[src/rtl/operand_fetch.sv]
// operand_fetch
//   Decode-to-execute stage: resolves the two source operands of a decoded
//   instruction from the register file or the EX/MEM/WB forwarding paths. It
//   holds the instruction back while a producer's result is not yet
//   forwardable, and registers the result in a ready/valid output register
//   (the ID/EX register).
//
// Ports
//   clk, rst                  clock, asynchronous active-high reset
//   flush                     kill output register, drop current input
//   in_valid / in_ready       decoded instruction handshake
//   in_rs1, in_rs2, in_rd     register specifiers
//   in_ctrl[15:0]             bit0 reg-write, bit1 load, bit2 uses rs1,
//                             bit3 uses rs2, other bits pass through
//   rf_a1, rf_a2              register-file read addresses
//   rf_rd1, rf_rd2            register-file read data
//   ex_fwd_en/ex_fwd_load/ex_rd/ex_data   EX-stage forwarding source
//   mem_fwd_en/mem_rd/mem_data            MEM-stage forwarding source
//   wb_fwd_en/wb_rd/wb_data               WB-stage forwarding source
//   out_valid / out_ready     ID/EX register handshake
//   out_op1, out_op2          resolved operands
//   out_rd, out_ctrl          registered specifier and control
//   stall_cnt[31:0]           saturating count of hazard-stall cycles
module operand_fetch (
  input  logic        clk,
  input  logic        rst,
  input  logic        flush,
  input  logic        in_valid,
  output logic        in_ready,
  input  logic [4:0]  in_rs1,
  input  logic [4:0]  in_rs2,
  input  logic [4:0]  in_rd,
  input  logic [15:0] in_ctrl,
  output logic [4:0]  rf_a1,
  output logic [4:0]  rf_a2,
  input  logic [63:0] rf_rd1,
  input  logic [63:0] rf_rd2,
  input  logic        ex_fwd_en,
  input  logic        ex_fwd_load,
  input  logic [4:0]  ex_rd,
  input  logic [63:0] ex_data,
  input  logic        mem_fwd_en,
  input  logic [4:0]  mem_rd,
  input  logic [63:0] mem_data,
  input  logic        wb_fwd_en,
  input  logic [4:0]  wb_rd,
  input  logic [63:0] wb_data,
  output logic        out_valid,
  input  logic        out_ready,
  output logic [63:0] out_op1,
  output logic [63:0] out_op2,
  output logic [4:0]  out_rd,
  output logic [15:0] out_ctrl,
  output logic [31:0] stall_cnt
);

  logic        valid_reg;
  logic [63:0] op1_reg;
  logic [63:0] op2_reg;
  logic [4:0]  rd_reg;
  logic [15:0] ctrl_reg;
  logic [31:0] stall_reg;

  // Per-source views so both operands share one generate body.
  logic [1:0][4:0]  src_rs;
  logic [1:0]       src_use;
  logic [1:0][63:0] src_rf;
  logic [1:0][63:0] src_op;
  logic [1:0]       src_hz;

  logic hazard;
  logic transfer;

  assign rf_a1 = in_rs1;
  assign rf_a2 = in_rs2;

  assign src_rs[0]  = in_rs1;
  assign src_rs[1]  = in_rs2;
  assign src_use[0] = in_ctrl[2];
  assign src_use[1] = in_ctrl[3];
  assign src_rf[0]  = rf_rd1;
  assign src_rf[1]  = rf_rd2;

  generate
    for (genvar gi = 0; gi < 2; gi++) begin : g_src
      logic rs_zero;
      logic ex_hit;
      logic ex_load_hit;
      logic mem_hit;
      logic wb_hit;
      logic out_hit;

      // A zero source short-circuits everything, so a forwarding stage with
      // destination x0 can never supply (or block) an operand.
      assign rs_zero     = (src_rs[gi] == 5'd0);
      assign ex_hit      = ex_fwd_en & ~ex_fwd_load & (ex_rd == src_rs[gi]);
      assign ex_load_hit = ex_fwd_en &  ex_fwd_load & (ex_rd == src_rs[gi]);
      assign mem_hit     = mem_fwd_en & (mem_rd == src_rs[gi]);
      assign wb_hit      = wb_fwd_en  & (wb_rd  == src_rs[gi]);
      // The instruction sitting in the output register has no result yet.
      assign out_hit     = valid_reg & ctrl_reg[0] & (rd_reg == src_rs[gi]);

      // Youngest producer wins.
      assign src_op[gi] = rs_zero ? 64'd0    :
                          ex_hit  ? ex_data  :
                          mem_hit ? mem_data :
                          wb_hit  ? wb_data  :
                                    src_rf[gi];

      // Operands that are not used never hold the instruction back.
      assign src_hz[gi] = src_use[gi] & ~rs_zero & (out_hit | ex_load_hit);
    end
  endgenerate

  assign hazard   = in_valid & (|src_hz);
  assign in_ready = ~flush & ~hazard & (~valid_reg | out_ready);
  assign transfer = in_valid & in_ready;

  always_ff @(posedge clk or posedge rst) begin
    if (rst) begin
      valid_reg <= 1'b0;
      op1_reg   <= '0;
      op2_reg   <= '0;
      rd_reg    <= '0;
      ctrl_reg  <= '0;
    end else if (flush) begin
      valid_reg <= 1'b0;
    end else if (transfer) begin
      valid_reg <= 1'b1;
      op1_reg   <= src_op[0];
      op2_reg   <= src_op[1];
      rd_reg    <= in_rd;
      ctrl_reg  <= in_ctrl;
    end else if (valid_reg && out_ready) begin
      valid_reg <= 1'b0;
    end
  end

  always_ff @(posedge clk or posedge rst) begin
    if (rst) begin
      stall_reg <= '0;
    end else if (hazard && !flush && (stall_reg != 32'hFFFF_FFFF)) begin
      stall_reg <= stall_reg + 32'd1;
    end
  end

  assign out_valid = valid_reg;
  assign out_op1   = op1_reg;
  assign out_op2   = op2_reg;
  assign out_rd    = rd_reg;
  assign out_ctrl  = ctrl_reg;
  assign stall_cnt = stall_reg;

endmodule

[config.mk]
export PLATFORM = sky130hd
export DESIGN_NAME = operand_fetch
export DESIGN_NICKNAME = d
export VERILOG_FILES = /design/src/rtl/operand_fetch.sv
export SDC_FILE = /design/constraint.sdc
export NUM_CORES = 1
export LEC_CHECK = 0
export ABC_CLOCK_PERIOD_IN_PS = 8700
export CORE_AREA = 2 2 222 224
export CTS_CLUSTER_DIAMETER = 150
export CTS_CLUSTER_SIZE = 28
export DETAILED_ROUTE_END_ITERATION = 12
export DIE_AREA = 0 0 224 226
export PLACE_DENSITY = 0.57
export SETUP_SLACK_MARGIN = 0.05
export SYNTH_ARGS = -nofsm -noshare
export SYNTH_HDL_FRONTEND = slang
export SYNTH_SLANG_ARGS = --single-unit
export TNS_END_PERCENT = 10
[constraint.sdc]
create_clock -name clk -period 8.7 [get_ports clk]
set_input_delay 2.175 -clock clk [delete_from_list [all_inputs] [get_ports clk]]
set_output_delay 2.175 -clock clk [all_outputs]
set_load 0.005 [all_outputs]
Yosys cells after proc, flatten, opt, wreduce, memory -nomap -nowiden
Cells that the tools add are included.
- input bits: 375
- ROM bits: 0
- output and inout port bits: 193
- memories: 0
- logic and storage cells: 66
- flip-flop bits (word level): 182
- memory bits (writable): 0
- latch bits: 0
- mux-type cells: 11
- magnitude comparators: 0
- divide/modulo/power cells: 0
- reductions and logical operators: 9
- $mul: 0
- shift-type cells: 0
- bitwise gates (word level): 30
- add/sub/neg operators: 1
- eq/ne operators: 9
- operators by type and width (cell ; number):
    two-way mux 64 bit ; 8
    == test 5 bit ; 8
    adder 32 x 1 -> 32 bit (second input constant) ; 1
    inequality test 32 bit (second input constant) ; 1
    AND 1 bit ; 21
    logical NOT 5 bit ; 2
    NOT 1 bit ; 6
    logical AND 1 bit ; 3
    two-way mux 1 bit ; 3
    OR 1 bit ; 3
    nonzero test 3 bit ; 1
    AND reduction 2 bit ; 1
    OR reduction 2 bit ; 1
    logical NOT 1 bit ; 1

Depth between registers and ports, before layout
- depth in word-level cells: 12
- depth in mapped cells: 11

Least setup slack after synthesis
Ideal clock, no wire load.
- path kind: input -> output
- start: in in_rs2[4]
- end: out in_ready
- slack: 3.082 ns
- arrival: 3.443 ns
- path buffers: 1
- data required time: 6.525 ns
- cell stages on the path: 7
- cell sequence: buf_2 > xnor2_1 > nand4_1 > or3_4 > a21oi_4 > o21ai_0 > and3b_1
- longest elaborated chain between the ends: 9
- elaborated cells on any way between the ends: 14
- classes of those cells: 2 x eq/ne; 10 x bitwise; 2 x reduce/logical
- RTL lines (element ; line ; source):
    from (decl) ; 31 ; input logic [4:0] in_rs2,
    == test 5 bit, or another cell as far along ; 101 ; assign out_hit = valid_reg & ctrl_reg[0] & (rd_reg == src_rs[gi]);
    AND 1 bit, or another cell as far along ; 101 ;
    OR 1 bit / AND 1 bit (equally long branches) ; 111 ; assign src_hz[gi] = src_use[gi] & ~rs_zero & (out_hit | ex_load_hit);
    AND 1 bit (*) ; 111 ;
    OR reduction 2 bit (*) ; 115 ; assign hazard = in_valid & (|src_hz);
    AND 1 bit (*) ; 115 ;
    NOT 1 bit (*) ; 116 ; assign in_ready = ~flush & ~hazard & (~valid_reg | out_ready);
    AND 1 bit (*) (2 in series) ; 116 ;
    to (decl) ; 29 ; output logic in_ready,
Every way passes the cells marked *; elsewhere a longest branch is shown, timed or not.

Worst setup path after layout
Ends and elaborated chain as after synthesis.

==> results.json <==
{
  "outcome": "completed",
  "routed_wl_mm": 58.0,
  "ant_nets": 0,
  "worstSkewPairLatency_ns": 0.49,
  "worst_slew_pin_slew_ns": 1.17,
  "fin_crit_ns": 6.78,
  "critPathKind": "input port to primary output",
  "peakVddDrop_mv": 0.110,
  "fin_skew_ns": 0.0141,
  "synthToLayoutAreaGrowth_pct": 56.8,
  "cp.required_ns": 6.53,
  "cts_tree": "done",
  "final_cells": 2454,
  "htreeDepth": 4,
  "cpLargestDelayFamily": "buffers and inverters",
  "crit_arrival_ns": 4.61,
  "hold_start": "out_ctrl[10]",
  "maxCapViolCount": 0,
  "dieArea_sq_um": 50600,
  "first_pass_iters": 5,
  "start_kind": "input port",
  "cts_sinks": 182,
  "final_common_cell": "clkdlybuf4s50_1",
  "cp_max_fo": 6,
  "worstSetupStartpoint": "in_rs2[4]",
  "synth.distinct_cells": 46,
  "place_area_sq_um": 17500,
  "die_y_um": 226,
  "cts_buffers": 17,
  "async_reset_ff_frac": 1.00,
  "portBuffers": 567,
  "crit_chain": "clkdlybuf4s50_1 > xnor2_1 > nand4_1 > or3_4 > a21oi_4 > o21ai_0 > and3b_1 > clkdlybuf4s50_1",
  "vias": 13038,
  "synth_nets": 1734,
  "ctsResizeCount": 0,
  "layout-drive-gt1-share": 0.0399,
  "grt_max_degree": 121,
  "final_max_slew_viol_count": 0,
  "synth_seq_cells": 182,
  "core_area_sq_um": 48300,
  "yosysSeqAreaShare": 0.396,
  "drt_iter0_markers": 1046,
  "final_cell_mix": "clkdlybuf4s50_1, nand2_1, dfrtp_1, nor2_1, a221oi_1",
  "rsz0062_at_grt": "false",
  "grt_usage": 0.223,
  "tns_ns": 0,
  "crit_top_cell": "clkdlybuf4s50_1",
  "clkTransAtPathRegs_ns": 0.07,
  "nNetsFinal": 2194,
  "antenna_found_initial": 5,
  "post-dp-hpwl_mm": 39.3,
  "io_pins": 568,
  "syn-cell-area_sq_um": 11500,
  "critPathMaxStageDelay_ns": 0.72,
  "synthCells": 1358,
  "period_share": 0.780,
  "synth_edf_count": 0,
  "cts_root_buf": "clkbuf_16",
  "row_count": 81,
  "hold_buffers": 0,
  "hold_class": "flip-flop to flip-flop",
  "grt_pass1_vias": 13378,
  "drc": 0,
  "max_slew_margin": 0.222,
  "stdcell_area_sq_um": 18100,
  "gp_congestion": 0.867,
  "leakagePower_nw": 6.85,
  "ys_warn_count": 0,
  "start_util": 0.238,
  "fmax_mhz": 147,
  "setup_viol": 0,
  "crit_path_end_kind": "primary output",
  "wl_per_cell_um": 23.6,
  "crit_buf_inv": 2,
  "die_w_um": 224,
  "ys.flop_type": "dfrtp_1",
  "grt-ovfl-total": 0,
  "hold_violations": 0,
  "dpl.cell_count": 2421,
  "cts_buffer_depth": 2,
  "r2r-start": "out_rd[4]",
  "grt_first_pass_wirelength_mm": 84.5,
  "viasPerCell": 5.31,
  "cts_setup_buffers": 0,
  "nFillCells": 4988,
  "synth_area_per_cell_sq_um": 8.48,
  "slowest_stage": "clkdlybuf4s50_1",
  "power-per-cell-area_nw_per_um2": 148
}
[synth_stat cells (all sizes together), types with 3 or more instances]
cell type | count | area (sq um)
a221oi | 128 | 1120
and2 | 65 | 407
and3 | 6 | 37.5
buf | 77 | 454
clkbuf | 65 | 249
dfrtp | 182 | 4550
inv | 4 | 15.0
nand2 | 278 | 1040
nand2b | 3 | 18.8
nand3 | 18 | 90.1
nand4 | 9 | 56.3
nor2 | 148 | 563
nor3 | 14 | 75.1
nor4 | 9 | 68.8
o21a | 64 | 480
o21ai | 69 | 345
o311ai | 64 | 561
o31a | 64 | 561
or3 | 3 | 23.8
xnor2 | 22 | 193
xor2 | 49 | 429
[final cells by class]
type                       count  area [sq um]  share of cell area
sequential                   182          4550               0.252
clock buffer                  17           425              0.0236
timing repair buffer         583          5790               0.321
tap                          622           778              0.0431
inverter                       4          22.5             0.00125
antenna                        1          2.50            0.000139
multi-input combinational   1030          6330               0.351
clock inverter                15           150             0.00832
[registers in the layout (all words and copies together), names as in the netlist]
| name | cells |
|---|---|
| out_op1 | 64 |
| out_op2 | 64 |
| stall_cnt | 32 |
| out_ctrl | 16 |
| out_rd | 5 |
| out_valid | 1 |
[power breakdown]
group          leakage [nW]  switching, mW  internal, mW
sequential             2.21         0.0767         0.969
clock                 0.276          0.403         0.401
combinational          4.36          0.330         0.491
[per-stage QoR]
step	utilization	total power, mW	hold WS, ns	setup slack, ns
6_report	0.373	2.67	0.479	1.92
5_1_grt	0.373	2.80	0.501	1.73
4_1_cts	0.373	2.71	0.484	1.89
3_5_place_dp	0.361	1.88	0.465	1.89
3_3_place_gp	0.361	1.88	0.460	1.89
2_1_floorplan	-	1.32	0.467	1.58
[path summary, 6_finish.rpt]
check | slack [ns] | cells past startpoint | end
hold reg to reg | 0.48 | 2 | out_ctrl[10]
max in group asynchronous | 4.97 | 3 | stall_cnt[12]
hold / removal | 0.48 | 2 | out_ctrl[10]
setup / recovery | 1.92 | 8 | in_ready
setup reg to reg | 5.71 | 8 | out_op1[11]
min in group asynchronous | 2.23 | 2 | stall_cnt[10]
[routing by layer]
| metal | routed length [um] | part of all wire | global-route usage |
|---|---|---|---|
| met1 | 23300 | 0.40 | 0.268 |
| met2 | 28000 | 0.48 | 0.370 |
| met3 | 5040 | 0.087 | 0.0649 |
| met4 | 1640 | 0.028 | 0.0938 |
| met5 | 49 | 0.00085 | 0 |
[worst register-to-register path: stages (launching register included)]
cell and delay [ns]:
dfrtp_1 0.47, xor2_1 0.18, nor4_1 0.29, nand3_1 0.16
a21oi_2 0.33, or3_4 0.55, buf_4 0.68, nand2_1 0.14
o21ai_1 0.11
[kinds of logic after synthesis]
logic type / after synthesis / synth area share
XOR/XNOR: 71 / 0.0540
adder cells (fa/ha/maj): 1 / 0.00109
flip-flops: 182 / 0.396
buffers and inverters: 146 / 0.0624
AO/OA/AOI/OAI: 393 / 0.271
multiplexers: 1 / 0.000978
AND/OR/NAND/NOR: 564 / 0.215
(Power assumes the default switching activity.)
